[src/rtl/i_branch_unit.sv]
// Conditional branch resolver: compares two operands per the opcode and registers
// either the PC-relative branch target or the fall-through PC with a taken flag.
module i_branch_unit #(
  parameter int PC_W   = 9,
  parameter int DATA_W = 32
) (
  input  logic              clk,
  input  logic              rst,
  input  logic [DATA_W-1:0] inst_reg,
  input  logic [PC_W-1:0]   PC,
  input  logic [DATA_W-1:0] reg_1,
  input  logic [DATA_W-1:0] reg_2,
  output logic [PC_W-1:0]   new_PC,
  output logic              taken
);

  localparam logic [5:0] OP_BEQ  = 6'b010000;
  localparam logic [5:0] OP_BNE  = 6'b010001;
  localparam logic [5:0] OP_BGT  = 6'b010010;
  localparam logic [5:0] OP_BGTE = 6'b010011;
  localparam logic [5:0] OP_BLT  = 6'b010100;
  localparam logic [5:0] OP_BLTE = 6'b010101;
  localparam logic [5:0] OP_BGTU = 6'b010110;
  localparam logic [5:0] OP_BLTU = 6'b010111;

  logic [5:0]      w_opcode;
  logic [15:0]     w_imm;
  logic [PC_W-1:0] w_immExt;
  logic [PC_W-1:0] w_target;
  logic [PC_W-1:0] w_pcPlusOne;
  logic            w_taken;
  logic            w_unused;

  assign w_opcode = inst_reg[31:26];
  assign w_imm    = inst_reg[15:0];
  // Register numbers in [25:16] are redundant because operand values arrive directly.
  assign w_unused = ^inst_reg[25:16];

  // Only the low PC_W bits of the sum matter, so sign-extend (or truncate) imm to PC_W.
  assign w_immExt    = PC_W'($signed(w_imm));
  assign w_target    = PC + w_immExt;
  assign w_pcPlusOne = PC + PC_W'(1);

  always_comb begin
    w_taken = 1'b0;
    case (w_opcode)
      OP_BEQ:  w_taken = (reg_1 == reg_2);
      OP_BNE:  w_taken = (reg_1 != reg_2);
      OP_BGT:  w_taken = ($signed(reg_1) >  $signed(reg_2));
      OP_BGTE: w_taken = ($signed(reg_1) >= $signed(reg_2));
      OP_BLT:  w_taken = ($signed(reg_1) <  $signed(reg_2));
      OP_BLTE: w_taken = ($signed(reg_1) <= $signed(reg_2));
      OP_BGTU: w_taken = (reg_1 >  reg_2);
      OP_BLTU: w_taken = (reg_1 <  reg_2);
      default: w_taken = 1'b0;
    endcase
  end

  logic [PC_W-1:0] r_newPc;
  logic            r_taken;

  always_ff @(posedge clk) begin
    if (rst) begin
      r_newPc <= '0;
      r_taken <= 1'b0;
    end else begin
      r_newPc <= w_taken ? w_target : w_pcPlusOne;
      r_taken <= w_taken;
    end
  end

  assign new_PC = r_newPc;
  assign taken  = r_taken;

endmodule

[config.mk]
export PLATFORM = sky130hd
export DESIGN_NAME = i_branch_unit
export DESIGN_NICKNAME = d
export VERILOG_FILES = /design/src/rtl/i_branch_unit.sv
export SDC_FILE = /design/constraint.sdc
export NUM_CORES = 1
export LEC_CHECK = 0
export ABC_AREA = 1
export CAP_MARGIN = 0
export CORE_MARGIN = 4
export CORE_UTILIZATION = 36
export CTS_CLUSTER_SIZE = 24
export DETAILED_ROUTE_END_ITERATION = 12
export PLACE_DENSITY = 0.91
export SLEW_MARGIN = 20
export SYNTH_ARGS = -nofsm -noshare
export SYNTH_HDL_FRONTEND = slang
export SYNTH_SLANG_ARGS = --single-unit
export TNS_END_PERCENT = 30
[constraint.sdc]
create_clock -name clk -period 5.2 [get_ports clk]
set_clock_uncertainty 0.05 [all_clocks]
set_input_delay 1.3 -clock clk [delete_from_list [all_inputs] [get_ports clk]]
set_output_delay 1.3 -clock clk [all_outputs]
set_load 0.02 [all_outputs]
Yosys cells after proc, flatten, opt, wreduce, memory -nomap -nowiden
Index checks and enable logic that the tools add are counted.
{"block": "classes", "add_sub_neg": 2, "magnitude_cmp": 6, "n_eq_ne": 10, "n_mux": 2}
{"cell": "32-bit > comparator", "n": 2}
{"cell": "32-bit less-than comparator", "n": 2}
{"cell": "6-bit by 5-bit equality test with 1-bit output (second input constant)", "n": 8}
{"cell": "32-bit equality test", "n": 1}
{"cell": "32-bit greater-or-equal comparator", "n": 1}
{"cell": "32-bit less-or-equal comparator", "n": 1}
{"cell": "32-bit != test", "n": 1}
{"cell": "9-bit by 1-bit adder with 9-bit output (second input constant)", "n": 1}
{"cell": "9-bit adder", "n": 1}
{"cell": "9-bit 2-to-1 mux", "n": 1}
{"cell": "1-bit one-hot mux with 8 select lines", "n": 1}
{"block": "totals", "reg_bits": 10, "inputBits": 107, "out_inout_bits": 10, "elab_cells": 22}

Logic depth before layout (Yosys ltp)
Gate-level depths: netlist (run 1).
{"block": "logic_depth", "ltp_word": 3, "depth_mapped": 30, "mapped_depth_nobuf": 30}

Least setup slack after synthesis (run 1)
Ideal clock, no wire load.
{"block": "synth_path", "path_kind": "input-to-reg", "from": "input port reg_2[31]", "to": "register r_newPc[8], in the netlist new_PC[8]", "t_arrival_ns": 4.043, "required_ns": 5.086, "setup_slack_ns": 1.043, "path_stages": 26, "n_path_buf": 0, "cell_sequence": "inv_1 -> ha_1 -> nand2_2 -> nor2_2 -> nand2_2 -> nor2_4 -> nand2_2 -> nand2_1 -> nand2_1 -> a21oi_1 -> nand3_2 -> nand2_4 -> or2_1 -> ha_1 -> inv_1 -> fa_1 -> inv_1 -> nand3_1 -> nand2_1 -> nand4_1 -> o211ai_1 -> xor2_1 -> inv_1 -> nand4_1 -> nand2_1 -> nor2_1"}
{"block": "synth_between", "elab_chain_len": 3}
{"element": "from (decl)", "line": "12", "rtl": "input logic [DATA_W-1:0] reg_2,"}
{"element": "32-bit less-than comparator (tied with other cells)", "line": "54", "rtl": "OP_BLTU: w_taken = (reg_1 < reg_2);"}
{"element": "1-bit one-hot mux with 8 select lines *", "line": "46", "rtl": "case (w_opcode)"}
{"element": "9-bit 2-to-1 mux *", "line": "67", "rtl": "r_newPc <= w_taken ? w_target : w_pcPlusOne;"}
{"element": "to (signal assigned)", "line": "67"}
{"element": "to (decl)", "line": "59", "rtl": "logic [PC_W-1:0] r_newPc;"}
Mark *: on every way between the ends. The rest lies on a longest branch, timed or not.
A chain may end at the register's enable or synchronous reset.

Worst setup path in the final report (run 1)
Same ends and word-level chain as after synthesis.

==> flow_summary.html, run 1 <==
<table>
<tr><th>Metric</th><th>Value</th></tr>
<tr><th colspan="2">Worst setup path</th></tr>
<tr><td>Capture point of the critical path</td><td>new_PC[8]$_SDFF_PP0_</td></tr>
<tr><td>Top fanout value on the critical path</td><td>9</td></tr>
<tr><td>Type of element launching the critical path</td><td>primary input</td></tr>
<tr><td>Launch point of the worst path</td><td>reg_2[31]</td></tr>
<tr><td>Critical path class</td><td>primary input to register</td></tr>
<tr><td>Data required time of the critical path</td><td>~5.3 ns</td></tr>
<tr><td>Largest stage delay on the critical path</td><td>roughly 0.45 ns</td></tr>
<tr><td>Arr. time, crit path</td><td>slightly below 5 ns</td></tr>
<tr><td>Type of element capturing the critical path</td><td>register</td></tr>
<tr><td>Critical path's slowest cell</td><td>sky130_fd_sc_hd__clkdlybuf4s50_1</td></tr>
<tr><th colspan="2">Detailed routing</th></tr>
<tr><td>Post-DR vias/cell</td><td>between 4 and 5</td></tr>
<tr><td>Initial DRT Pass Iterations</td><td>4</td></tr>
<tr><td>Average wire per cell in the routed design</td><td>between 10 and 15 um</td></tr>
<tr><td>Total DRC errors in the routed layout</td><td>0</td></tr>
<tr><td>Final wirelength</td><td>roughly 4.6 mm</td></tr>
<tr><td>DRC violation total after the first TritonRoute iteration</td><td>38</td></tr>
<tr><td>Total number of vias</td><td>1897</td></tr>
<tr><td>Post-route ant nets</td><td>0</td></tr>
<tr><th colspan="2">Synth</th></tr>
<tr><td>Most numerous cell in the Yosys netlist</td><td>sky130_fd_sc_hd__inv_1</td></tr>
<tr><td>Fraction of synthesis flops using an asynchronous set or reset pin</td><td>0%</td></tr>
<tr><td>EDFF count, synth</td><td>0</td></tr>
<tr><td>Top cell types by occurrence after synthesis</td><td>sky130_fd_sc_hd__inv_1 (63), sky130_fd_sc_hd__nand2_1 (52), sky130_fd_sc_hd__ha_1 (40)</td></tr>
<tr><td>Synth Warn #</td><td>0</td></tr>
<tr><td>Area share of the leading cell type in the synthesized netlist</td><td>a little under a third</td></tr>
<tr><td>Main flop type after synthesis</td><td>sky130_fd_sc_hd__dfxtp_1</td></tr>
<tr><td>Net count after synthesis</td><td>~410</td></tr>
<tr><td>Netlist cell types</td><td>27</td></tr>
<tr><td>Post-synthesis sequential area ratio</td><td>between 10% and 20%</td></tr>
<tr><td>Leading post-synthesis cells by cell area</td><td>sky130_fd_sc_hd__ha_1 (30%), sky130_fd_sc_hd__inv_1 (14%), sky130_fd_sc_hd__dfxtp_1 (12%)</td></tr>
<tr><td>Yosys top cell by area</td><td>sky130_fd_sc_hd__ha_1</td></tr>
<tr><td>Summed instance area of the synthesized netlist</td><td>1660 um^2</td></tr>
<tr><td>Gate Count Post-Synth</td><td>264</td></tr>
<tr><td>Average cell area after synthesis</td><td>roughly 6.3 um^2</td></tr>
<tr><td>Flip-flop and latch count after synthesis</td><td>10</td></tr>
<tr><th colspan="2">Global routing</th></tr>
<tr><td>Largest net degree at the start of global routing</td><td>10</td></tr>
<tr><td>Vias in the first global route</td><td>1846</td></tr>
<tr><td>Global-route usage over all layers</td><td>about 15%</td></tr>
<tr><td>Sum of overflow across all layers after global routing</td><td>0</td></tr>
<tr><td>Initial antenna violation count</td><td>0</td></tr>
<tr><td>Wire length of the first global-routing pass</td><td>~7.0 mm</td></tr>
<tr><th colspan="2">Place</th></tr>
<tr><td>Gpl congestion</td><td>about 0.85</td></tr>
<tr><td>Port bufs</td><td>99</td></tr>
<tr><td>Detailed placer's ending HPWL</td><td>about 4.1 mm</td></tr>
<tr><th colspan="2">Clock network</th></tr>
<tr><td>Setup bufs post-CTS</td><td>0</td></tr>
<tr><td>PostCTS Resize Cnt</td><td>0</td></tr>
<tr><td>CTS root buf</td><td>sky130_fd_sc_hd__clkbuf_8</td></tr>
<tr><td>Quantity of hold-fixing buffers added after cts</td><td>0</td></tr>
<tr><td>CTS tree</td><td>done</td></tr>
<tr><td>H-tree levels</td><td>1</td></tr>
<tr><td>Total number of clock tree sinks</td><td>10</td></tr>
<tr><td>Clock buffers created by TritonCTS</td><td>3</td></tr>
<tr><td>Clk buf depth</td><td>2</td></tr>
<tr><td>Clock slew seen by the registers of the worst setup and hold paths</td><td>approximately 0.05 ns</td></tr>
<tr><th colspan="2">Die</th></tr>
<tr><td>Top-level I/O count</td><td>117</td></tr>
<tr><td>Site Rows</td><td>24</td></tr>
<tr><td>Die ar.</td><td>between 5000 and 6000 um^2</td></tr>
<tr><td>Width of the chip</td><td>roughly 76 um</td></tr>
<tr><td>Area inside the core boundary</td><td>around 4400 um^2</td></tr>
<tr><td>Initial cell density of the core</td><td>approximately 38%</td></tr>
<tr><td>Chip height</td><td>about 76 um</td></tr>
<tr><th colspan="2">Power and ir drop</th></tr>
<tr><td>Peak VDD IR</td><td>between 0.08 and 0.09 mV</td></tr>
<tr><td>Switching Power</td><td>roughly 0.10 mW</td></tr>
<tr><td>Reg power frac</td><td>between 20% and 30%</td></tr>
<tr><td>Switch share</td><td>around 29%</td></tr>
<tr><td>P_leak</td><td>approximately 1.5 nW</td></tr>
<tr><td>Internal power</td><td>~0.25 mW</td></tr>
<tr><td>Share of total power in combinational logic</td><td>about half</td></tr>
<tr><td>Total power draw</td><td>around 0.36 mW</td></tr>
<tr><td>Power density over the cells</td><td>between 100 and 150 nW/um^2</td></tr>
<tr><td>Proportion of power drawn by the clock network</td><td>a little over a quarter</td></tr>
<tr><th colspan="2">STA</th></tr>
<tr><td>Actual slew at the worst max-slew pin</td><td>0.528 ns</td></tr>
<tr><td>Relative slew slack</td><td>around two thirds</td></tr>
<tr><td>Highest clock rate</td><td>roughly 210 MHz</td></tr>
<tr><td>Final cycle utilization of the critical path</td><td>approximately nine tenths</td></tr>
<tr><td>Setup TNS</td><td>0 ns</td></tr>
<tr><td>Min Clock Period, post-route</td><td>between 4 and 5 ns</td></tr>
<tr><td>RSZ-0062 raised after global routing</td><td>no</td></tr>
<tr><td>Final Slew Violations</td><td>0</td></tr>
<tr><td>Final hold violation count</td><td>0</td></tr>
<tr><td>Final setup viols</td><td>0</td></tr>
<tr><th colspan="2">Final layout</th></tr>
<tr><td>Fraction of final layout cells sized beyond drive strength 1</td><td>about 3.5%</td></tr>
<tr><td>Total area of multi-input combinational cells</td><td>approximately 1200 um^2</td></tr>
<tr><td>Storage element area</td><td>around 200 um^2</td></tr>
<tr><td>Area grow syn2layout</td><td>67.0%</td></tr>
<tr><td>Net total in the final layout</td><td>~520</td></tr>
<tr><td>ANT cells</td><td>0</td></tr>
<tr><td>Filler instances</td><td>388</td></tr>
<tr><th colspan="2">Hold path</th></tr>
<tr><td>Class of the tightest hold or removal check</td><td>primary input to register</td></tr>
<tr><th colspan="2">Flow run</th></tr>
<tr><td>Max-cap violation count</td><td>0</td></tr>
<tr><th colspan="2">Status</th></tr>
<tr><td>Status</td><td>finished clean</td></tr>
</table>
## cells by family (layout without fill, tap and decap cells)
logic type / after synthesis / after routing / synth area share (%)
and+or+nand+nor: 103 / 103 / 26.8
AOI/OAI and AO/OA: 44 / 44 / 14.6
buffers and inverters: 65 / 168 / 14.7
DFF: 10 / 10 / 12.1
adders and majority gates: 41 / 41 / 31.4
xor gates and xnor gates: 1 / 1 / 0.528
## worst min path at each step
stage | depth (start not counted) | startpoint | slack (ns) | endpoint
finish | 2 | rst | 1.62 | new_PC[1]$_SDFF_PP0_
floorplan | 1 | rst | 1.32 | new_PC[1]$_SDFF_PP0_
global route | 2 | rst | 1.64 | new_PC[1]$_SDFF_PP0_
CTS | 2 | rst | 1.62 | new_PC[1]$_SDFF_PP0_
detailed placement | 2 | rst | 1.86 | new_PC[1]$_SDFF_PP0_
global placement | 2 | rst | 1.84 | new_PC[1]$_SDFF_PP0_
## power by group through the flow
stage               Combinational [mW]  Clock (mW)  Sequential (mW)
floorplan                       0.0738           0           0.0919
global placement                 0.171           0           0.0849
detailed placement               0.177           0           0.0850
CTS                              0.179      0.0985           0.0837
global route                     0.199       0.105           0.0842
finish                           0.176      0.0962           0.0836
## area by class of cell
cell class,instances,share of cell area (%)
clock buffer,4,1.99
inverter,65,8.81
multi-input combinational,189,43.9
sequential,10,7.23
tap,52,2.35
timing repair buffer,99,35.8
## layout by cell type, fill, tap and decap left out
| cell | Yosys | routed |
|---|---|---|
| sky130_fd_sc_hd__ha_1 | 40 | 40 |
| sky130_fd_sc_hd__nand4_1 | 2 | 2 |
| sky130_fd_sc_hd__nor2_1 | 29 | 29 |
| sky130_fd_sc_hd__nor3b_1 | 1 | 1 |
| sky130_fd_sc_hd__nor3_1 | 2 | 2 |
| sky130_fd_sc_hd__o21ai_0 | 10 | 10 |
| sky130_fd_sc_hd__nand2_1 | 52 | 52 |
| sky130_fd_sc_hd__a21oi_1 | 26 | 26 |
| sky130_fd_sc_hd__a22o_1 | 1 | 1 |
| sky130_fd_sc_hd__nor2_4 | 1 | 1 |
| sky130_fd_sc_hd__o31ai_1 | 1 | 1 |
| sky130_fd_sc_hd__a21o_1 | 1 | 1 |
| sky130_fd_sc_hd__xor2_1 | 1 | 1 |
| sky130_fd_sc_hd__nor2_2 | 2 | 2 |
| sky130_fd_sc_hd__inv_2 | 1 | 1 |
| sky130_fd_sc_hd__o21bai_1 | 1 | 1 |
| sky130_fd_sc_hd__nand2_2 | 3 | 3 |
| sky130_fd_sc_hd__clkbuf_8 | 0 | 4 |
| sky130_fd_sc_hd__o21a_1 | 2 | 2 |
| sky130_fd_sc_hd__clkinv_1 | 1 | 1 |
| sky130_fd_sc_hd__nand2_4 | 1 | 1 |
| sky130_fd_sc_hd__o211ai_1 | 2 | 2 |
| sky130_fd_sc_hd__fa_1 | 1 | 1 |
| sky130_fd_sc_hd__or2_1 | 1 | 1 |
| sky130_fd_sc_hd__inv_1 | 63 | 63 |
| sky130_fd_sc_hd__clkdlybuf4s50_1 | 0 | 99 |
| sky130_fd_sc_hd__dfxtp_1 | 10 | 10 |
| sky130_fd_sc_hd__nand3_2 | 1 | 1 |
| sky130_fd_sc_hd__nand3_1 | 8 | 8 |
## registers in the layout (all words and copies together) (netlist names)
name and cells:
new_PC 9, taken 1
## critical path, delay by kind of cell
family	cells	cell delay (ns)
adder cells (fa/ha/maj)	3	0.89
AND/OR/NAND/NOR	16	1.50
XOR/XNOR	1	0.21
buffers and inverters	5	0.69
AO/OA/AOI/OAI	2	0.26
## layer usage
metal / up-vias / global-route usage (%) / part of all wire [%]
met1: 800 / 15.0 / 37
met3: 4 / 2.11 / 6.5
met4: 0 / 2.91 / 1.2
met2: 55 / 33.0 / 56
met5: - / 0 / 0
li1: 1038 / - / -
## metrics by stage
step	util (%)	worst slack, ns	hold slack, ns	instance area, um^2	std cells
after floorplan	-	1.04	1.32	1660	264
after global placement	61.5	0.247	1.84	2720	415
after detailed placement	61.5	0.203	1.86	2720	415
after CTS	62.8	0.436	1.62	2770	419
after global routing	62.8	0.0488	1.64	2770	419
final	62.8	0.453	1.62	2770	419
(Power assumes the default switching activity.)
==> run 2: changes to the inputs <==
- SLEW_MARGIN: 20 -> 0
==> results of run 2 <==
Final layout, timing and power as in run 1 (identical DEF).
==> run 3: changes to the inputs <==
- CTS_CLUSTER_SIZE: 24 -> 20
==> results of run 3 <==
Final layout, timing and power as in run 1 (identical DEF).
